`src/rtl/ws2812_chain_ctrl.sv`:
```
`default_nettype none
// ============================================================================
//  Module   : ws2812_chain_ctrl
//  Purpose  : Streams NUM_LEDS 24-bit pixels to a WS2812 chain. Pixels are
//             fetched over a req/valid handshake with one-pixel prefetch,
//             then serialised as fixed-period pulse-width bits and followed
//             by a low latch period.
//  Revision : 1.0 - initial release
// ============================================================================
module ws2812_chain_ctrl #(
    parameter int NUM_LEDS = 8,
    parameter int T0H      = 20,
    parameter int T1H      = 40,
    parameter int TBIT     = 63,
    parameter int TLATCH   = 2500
) (
    input  logic        clk,
    input  logic        rst_n,
    input  logic        start,
    output logic        pix_req,
    output logic [7:0]  pix_idx,
    input  logic        pix_valid,
    input  logic [23:0] pix_data,
    output logic        busy,
    output logic        done,
    output logic        underrun,
    output logic        led_data_out
);

    localparam int            CW           = $clog2(TBIT + 1);
    localparam logic [CW-1:0] C_BIT_LAST   = CW'(TBIT - 1);
    localparam logic [CW-1:0] C_T0H        = CW'(T0H);
    localparam logic [CW-1:0] C_T1H        = CW'(T1H);
    localparam logic [11:0]   C_LATCH_LAST = 12'(TLATCH - 1);
    localparam logic [7:0]    C_LAST_PIX   = 8'(NUM_LEDS - 1);

    typedef enum logic [2:0] {
        S_IDLE  = 3'd0,
        S_FETCH = 3'd1,
        S_SEND  = 3'd2,
        S_WAIT  = 3'd3,
        S_LATCH = 3'd4
    } state_t;

    state_t        state_q, state_d;
    logic [CW-1:0] cyc_q, cyc_d;          // cycle within current bit period
    logic [4:0]    bit_q, bit_d;          // bit index, 23 down to 0
    logic [7:0]    pix_q, pix_d;          // pixel currently on the line
    logic [7:0]    idx_q, idx_d;          // pixel index being requested
    logic [11:0]   lat_q, lat_d;          // latch period counter
    logic [23:0]   sh_q, sh_d;            // serialiser, MSB is the live bit
    logic [23:0]   buf_q, buf_d;          // prefetched next pixel
    logic          buf_full_q, buf_full_d;
    logic          req_q, req_d;
    logic          done_q, done_d;
    logic          unr_q, unr_d;
    logic          led_q, led_d;
    logic          capture;

    // A pixel is taken only while a request is outstanding.
    assign capture = req_q && pix_valid;

    // State and datapath registers with synchronous active-low reset.
    always_ff @(posedge clk) begin
        if (!rst_n) begin
            state_q    <= S_IDLE;
            cyc_q      <= '0;
            bit_q      <= '0;
            pix_q      <= '0;
            idx_q      <= '0;
            lat_q      <= '0;
            sh_q       <= '0;
            buf_q      <= '0;
            buf_full_q <= 1'b0;
            req_q      <= 1'b0;
            done_q     <= 1'b0;
            unr_q      <= 1'b0;
            led_q      <= 1'b0;
        end else begin
            state_q    <= state_d;
            cyc_q      <= cyc_d;
            bit_q      <= bit_d;
            pix_q      <= pix_d;
            idx_q      <= idx_d;
            lat_q      <= lat_d;
            sh_q       <= sh_d;
            buf_q      <= buf_d;
            buf_full_q <= buf_full_d;
            req_q      <= req_d;
            done_q     <= done_d;
            unr_q      <= unr_d;
            led_q      <= led_d;
        end
    end

    // Next-state logic: frame sequencing, handshake, prefetch and bit timing.
    always_comb begin
        state_d    = state_q;
        cyc_d      = cyc_q;
        bit_d      = bit_q;
        pix_d      = pix_q;
        idx_d      = idx_q;
        lat_d      = lat_q;
        sh_d       = sh_q;
        buf_d      = buf_q;
        buf_full_d = buf_full_q;
        req_d      = req_q;
        unr_d      = unr_q;
        done_d     = 1'b0;

        case (state_q)
            S_IDLE: begin
                if (start) begin
                    state_d    = S_FETCH;
                    req_d      = 1'b1;
                    idx_d      = 8'd0;
                    pix_d      = 8'd0;
                    buf_full_d = 1'b0;
                    unr_d      = 1'b0;
                end
            end

            S_FETCH: begin
                if (capture) begin
                    state_d = S_SEND;
                    sh_d    = pix_data;
                    req_d   = 1'b0;
                    cyc_d   = '0;
                    bit_d   = 5'd23;
                end
            end

            S_SEND: begin
                if (capture) begin
                    buf_d      = pix_data;
                    buf_full_d = 1'b1;
                    req_d      = 1'b0;
                end
                // Request the next pixel once the current one is under way.
                if ((cyc_q == '0) && (bit_q == 5'd23) && (pix_q < C_LAST_PIX)) begin
                    req_d = 1'b1;
                    idx_d = pix_q + 8'd1;
                end
                if (cyc_q != C_BIT_LAST) begin
                    cyc_d = cyc_q + CW'(1);
                end else begin
                    cyc_d = '0;
                    if (bit_q != 5'd0) begin
                        bit_d = bit_q - 5'd1;
                        sh_d  = {sh_q[22:0], 1'b0};
                    end else if (pix_q == C_LAST_PIX) begin
                        state_d = S_LATCH;
                        lat_d   = '0;
                    end else if (buf_full_q) begin
                        sh_d       = buf_q;
                        buf_full_d = 1'b0;
                        pix_d      = pix_q + 8'd1;
                        bit_d      = 5'd23;
                    end else if (capture) begin
                        // Pixel arrived in the very last cycle: use it directly.
                        sh_d       = pix_data;
                        buf_full_d = 1'b0;
                        pix_d      = pix_q + 8'd1;
                        bit_d      = 5'd23;
                    end else begin
                        state_d = S_WAIT;
                        unr_d   = 1'b1;
                    end
                end
            end

            S_WAIT: begin
                if (capture) begin
                    state_d = S_SEND;
                    sh_d    = pix_data;
                    req_d   = 1'b0;
                    cyc_d   = '0;
                    bit_d   = 5'd23;
                    pix_d   = pix_q + 8'd1;
                end
            end

            S_LATCH: begin
                if (lat_q == C_LATCH_LAST) begin
                    state_d = S_IDLE;
                    lat_d   = '0;
                    done_d  = 1'b1;
                end else begin
                    lat_d = lat_q + 12'd1;
                end
            end

            default: begin
                state_d = S_IDLE;
                req_d   = 1'b0;
            end
        endcase

        // Registered line: high for the first T0H/T1H cycles of each bit.
        led_d = (state_d == S_SEND) && (cyc_d < (sh_d[23] ? C_T1H : C_T0H));
    end

    assign pix_req      = req_q;
    assign pix_idx      = idx_q;
    assign busy         = (state_q != S_IDLE);
    assign done         = done_q;
    assign underrun     = unr_q;
    assign led_data_out = led_q;

endmodule
`default_nettype wire
```
`config.mk`:
```
export PLATFORM = sky130hd
export DESIGN_NAME = ws2812_chain_ctrl
export DESIGN_NICKNAME = d
export VERILOG_FILES = /design/src/rtl/ws2812_chain_ctrl.sv
export SDC_FILE = /design/constraint.sdc
export NUM_CORES = 1
export LEC_CHECK = 0
export CAP_MARGIN = 0
export CORE_ASPECT_RATIO = 1.25
export CORE_MARGIN = 1
export CORE_UTILIZATION = 40
export CTS_CLUSTER_SIZE = 40
export DETAILED_ROUTE_END_ITERATION = 10
export GPL_TIMING_DRIVEN = 0
export PLACE_DENSITY = 0.61
export SKIP_LAST_GASP = 1
export SYNTH_ARGS = -nofsm -noshare
export SYNTH_HDL_FRONTEND = slang
export SYNTH_SLANG_ARGS = --single-unit
```
`constraint.sdc`:
```
create_clock -name clk -period 2.3 [get_ports clk]
set_input_delay 0.46 -clock clk [delete_from_list [all_inputs] [get_ports clk]]
set_output_delay 0.46 -clock clk [all_outputs]
set_load 0.05 [all_outputs]
```
==> results.sh <==
export IMPL_max_cap_viols=0
export IMPL_post_route_period_util_pct=100
export IMPL_yosys_top_cells_area="dfxtp_1, nand2_1, a21oi_1, nor2_1, mux2i_1"
export IMPL_dieArea_um2=12800
export IMPL_area_growth_syn_to_layout_pct=27.0
export IMPL_globalplace_congestion=0.853
export IMPL_post_synth_edffs=0
export IMPL_ctsHtreeMaxLevel=3
export IMPL_fin_setup_tns_ps=-8.50
export IMPL_placement_rows=45
export IMPL_fin_util_pct=52.0
export IMPL_detailedRoute_firstIterationViolations=327
export IMPL_cp_data_required_time_ps=2590
export IMPL_crit_path_end_kind="flip-flop"
export IMPL_timing_critical_path_arrival_ps=2600
export IMPL_layout_filler_cells=1168
export IMPL_antenna_found_initial=0
export IMPL_wire_length_of_the_first_global_routing_pass_mm=24.2
export IMPL_power_per_cell_area_nw_per_um2=614
export IMPL_finalWorstPathRequiredPeriod_ps=2310
export IMPL_clkLatencyLatePin_ps=360
export IMPL_reg2reg_setup_slack_ps=-9
export IMPL_dominantRegCellSynth="dfxtp_1"
export IMPL_cts_sinks=95
export IMPL_finalWorstSetupSlack_ps=-8.50
export IMPL_postSynthCellCount=639
export IMPL_clock_tree_root_cell="clkbuf_16"
export IMPL_asyncSetResetFlopFracSynth_pct=0
export IMPL_critical_path_slowest_cell="or3b_4"
export IMPL_synth_warnings=0
export IMPL_leakagePower_nw=2.31
export IMPL_synth_unique_cells=64
export IMPL_finalHoldViolCount=0
export IMPL_status="finished with violations"
export IMPL_register_area_um2=1920
export IMPL_final_cells=883
export IMPL_port_buffers=40
export IMPL_routed_via_density=5.71
export IMPL_slew_limit_headroom_pct=51.4
export IMPL_worst_pin_slew_ps=729
export IMPL_multiInputGateArea_um2=3040
export IMPL_fp_dieW_um=102
export IMPL_crit_fanout=9
export IMPL_drive_gt1_share_pct=15.9
export IMPL_synthesis_area_per_instance_um2=7.75
export IMPL_hp_class="reg -> reg"
export IMPL_gr_usage_all_layers_pct=24.5
export IMPL_fin_worst_skew_ps=9.02
export IMPL_critical_path_cell_chain="buf_6, or3b_4, buf_8, buf_4, nor2_1, a22o_1, ha_4, a31o_2, a21bo_2, a21oi_2"
export IMPL_cts_tree="built"
export IMPL_placed_cells_incl_taps=843
export IMPL_finalSetupViolations=1
export IMPL_ioPinCount=41
export IMPL_dr_total_vias=5043
export IMPL_synth_ff_latch_count=95
export IMPL_critPathMaxStageDelay_ps=400
export IMPL_post_drt_wl_per_cell_um=17.0
export IMPL_maximum_number_of_pins_on_one_net_before_global_route_repair=20
export IMPL_power_mw=3.86
export IMPL_wirelength_mm=15.0
export IMPL_mappedNetlistArea_um2=4950
export IMPL_firstDrtPassIters=6
export IMPL_n_antenna_cell=0
export IMPL_finish_net_count=751
export IMPL_floorplan_core_area_um2=12100
export IMPL_yosysSeqAreaShare_pct=38.4
export IMPL_drc=0
export IMPL_worst_ir_drop_vdd_v=0.000375
export IMPL_cts_buffers=9
export IMPL_critical_path_class="reg -> reg"
export IMPL_rsz0062_at_grt="yes"
export IMPL_sort_of_element_at_the_start_of_the_critical_path="flip-flop"
export IMPL_post_route_ant_nets=0
export IMPL_synth_area_leader_cell="dfxtp_1"
export IMPL_timing_final_max_slew_violations=0
export IMPL_synth_top_cell_area_share_pct=38.4
export IMPL_clk_transition_reported_paths_ps=70
export IMPL_syn_nets=676
export IMPL_dpl_hpwl_mm=10.3
export IMPL_timing_fmax_mhz=433
export IMPL_initial_utilization_pct=40.9
export IMPL_cts_root_to_sink_buffers=2
export IMPL_violations="negative setup slack"
export IMPL_grt_pass1_vias=4825
export IMPL_grt_overflow_total=0
export IMPL_chipHeight_um=126
-- sequential cells by signal, indices dropped and copies added (netlist names) --
name and cells:
pix_req 1, buf_full_q 1, led_data_out 1, cyc_q 6, bit_q 5, buf_q 24
sh_q 24, state_q 3, pix_q 8, underrun 1, done 1, lat_q 12
pix_idx 8
-- final timing paths --
check | from | to | cells past startpoint
max | state_q[1] | led_data_out | 10
min | buf_q[11] | buf_q[11] | 2
max reg2reg | state_q[1] | led_data_out | 10
min reg2reg | buf_q[11] | buf_q[11] | 2
-- critical path, delay by kind of cell, from the launching register on --
| family | cells | cell delay (ps) |
|---|---|---|
| compound gates | 4 | 770 |
| simple gates | 2 | 490 |
| buf+inv | 3 | 410 |
| flops | 1 | 350 |
| fa+ha+maj | 1 | 230 |
-- per-layer routing --
layer	vias up	part of all wire (%)	track usage [%]
li1	2422	-	-
met1	2389	42	29.8
met2	190	49	41.5
met3	42	5.7	3.80
met4	0	3.2	11.9
met5	-	0	0
-- cell type report --
type                       count  area share [%]
multi-input combinational    494            48.4
sequential                    95            30.6
timing repair buffer          68            9.61
clock buffer                  10            3.80
tap                          164            3.26
buffer                        37            3.08
clock inverter                 6           0.736
inverter                       9           0.577
-- per-stage QoR --
step	hold WS (ps)	setup slack [ps]	area (um^2)
global route	474	-121	6290
CTS	455	-7.50	6200
detailed placement	445	-870	5620
finish	451	-8.50	6290
floorplan	432	3.50	5020
global placement	437	-860	5620
-- report_power, final --
group | leakage (nW) | switching [mW] | internal, mW
clock | 0.135 | 0.674 | 0.766
combinational | 1.41 | 0.456 | 0.273
sequential | 0.772 | 0.0257 | 1.66
total | 2.31 | 1.16 | 2.70
-- logic make-up after synthesis --
group / count (synthesis) / synth area share (%)
and+or+nand+nor: 281 / 27.5
AOI/OAI and AO/OA: 171 / 21.2
DFF: 95 / 38.4
buffers and inverters: 50 / 4.30
muxes: 20 / 4.07
xor gates and xnor gates: 13 / 2.30
adders and majority gates: 9 / 2.27
-- cell usage after synthesis (3+ instances only) --
cell	number
xor2_1	10
o22ai_1	21
nor4_1	3
a21oi_1	54
and3_1	8
buf_2	10
o21a_1	4
nand2b_1	7
xnor2_1	3
or3_1	24
o211ai_1	6
nor2_1	57
mux2i_1	19
a22oi_1	22
nand4_1	7
and2_1	10
nand2_1	115
ha_1	9
nor2b_1	5
a31oi_1	8
o21ai_0	34
nand3_1	13
nor3_1	14
inv_1	9
clkbuf_1	26
dfxtp_1	95
-- cell usage in the layout, fill, tap and decap left out, types with 5 or more instances in the layout --
cell type and n:
nand2_1 111, o22ai_1 21, buf_4 29, nand4_1 7, a31oi_1 7, nor2b_1 5
nor3_1 10, and3_1 7, nor2_1 56, ha_1 5, buf_2 10, dfxtp_2 8
and2_1 10, mux2i_1 19, o21ai_0 32, or3_1 23, a22oi_1 22, clkdlybuf4s50_1 38
clkbuf_16 9, xor2_1 10, clkbuf_1 19, inv_1 6, dfxtp_1 84, o211ai_1 6
nand3_1 11, nand2b_1 6, a21oi_1 53
-- timing repair --
action | 4_1_cts | 5_1_grt
gates resized for setup | 47 | 15
hold buffers | 0 | 0
setup buffers | 24 | 5
pin swaps | 11 | 2
endpoints found under the setup margin | 68 | 36
Power figures use the tool's default switching activity.
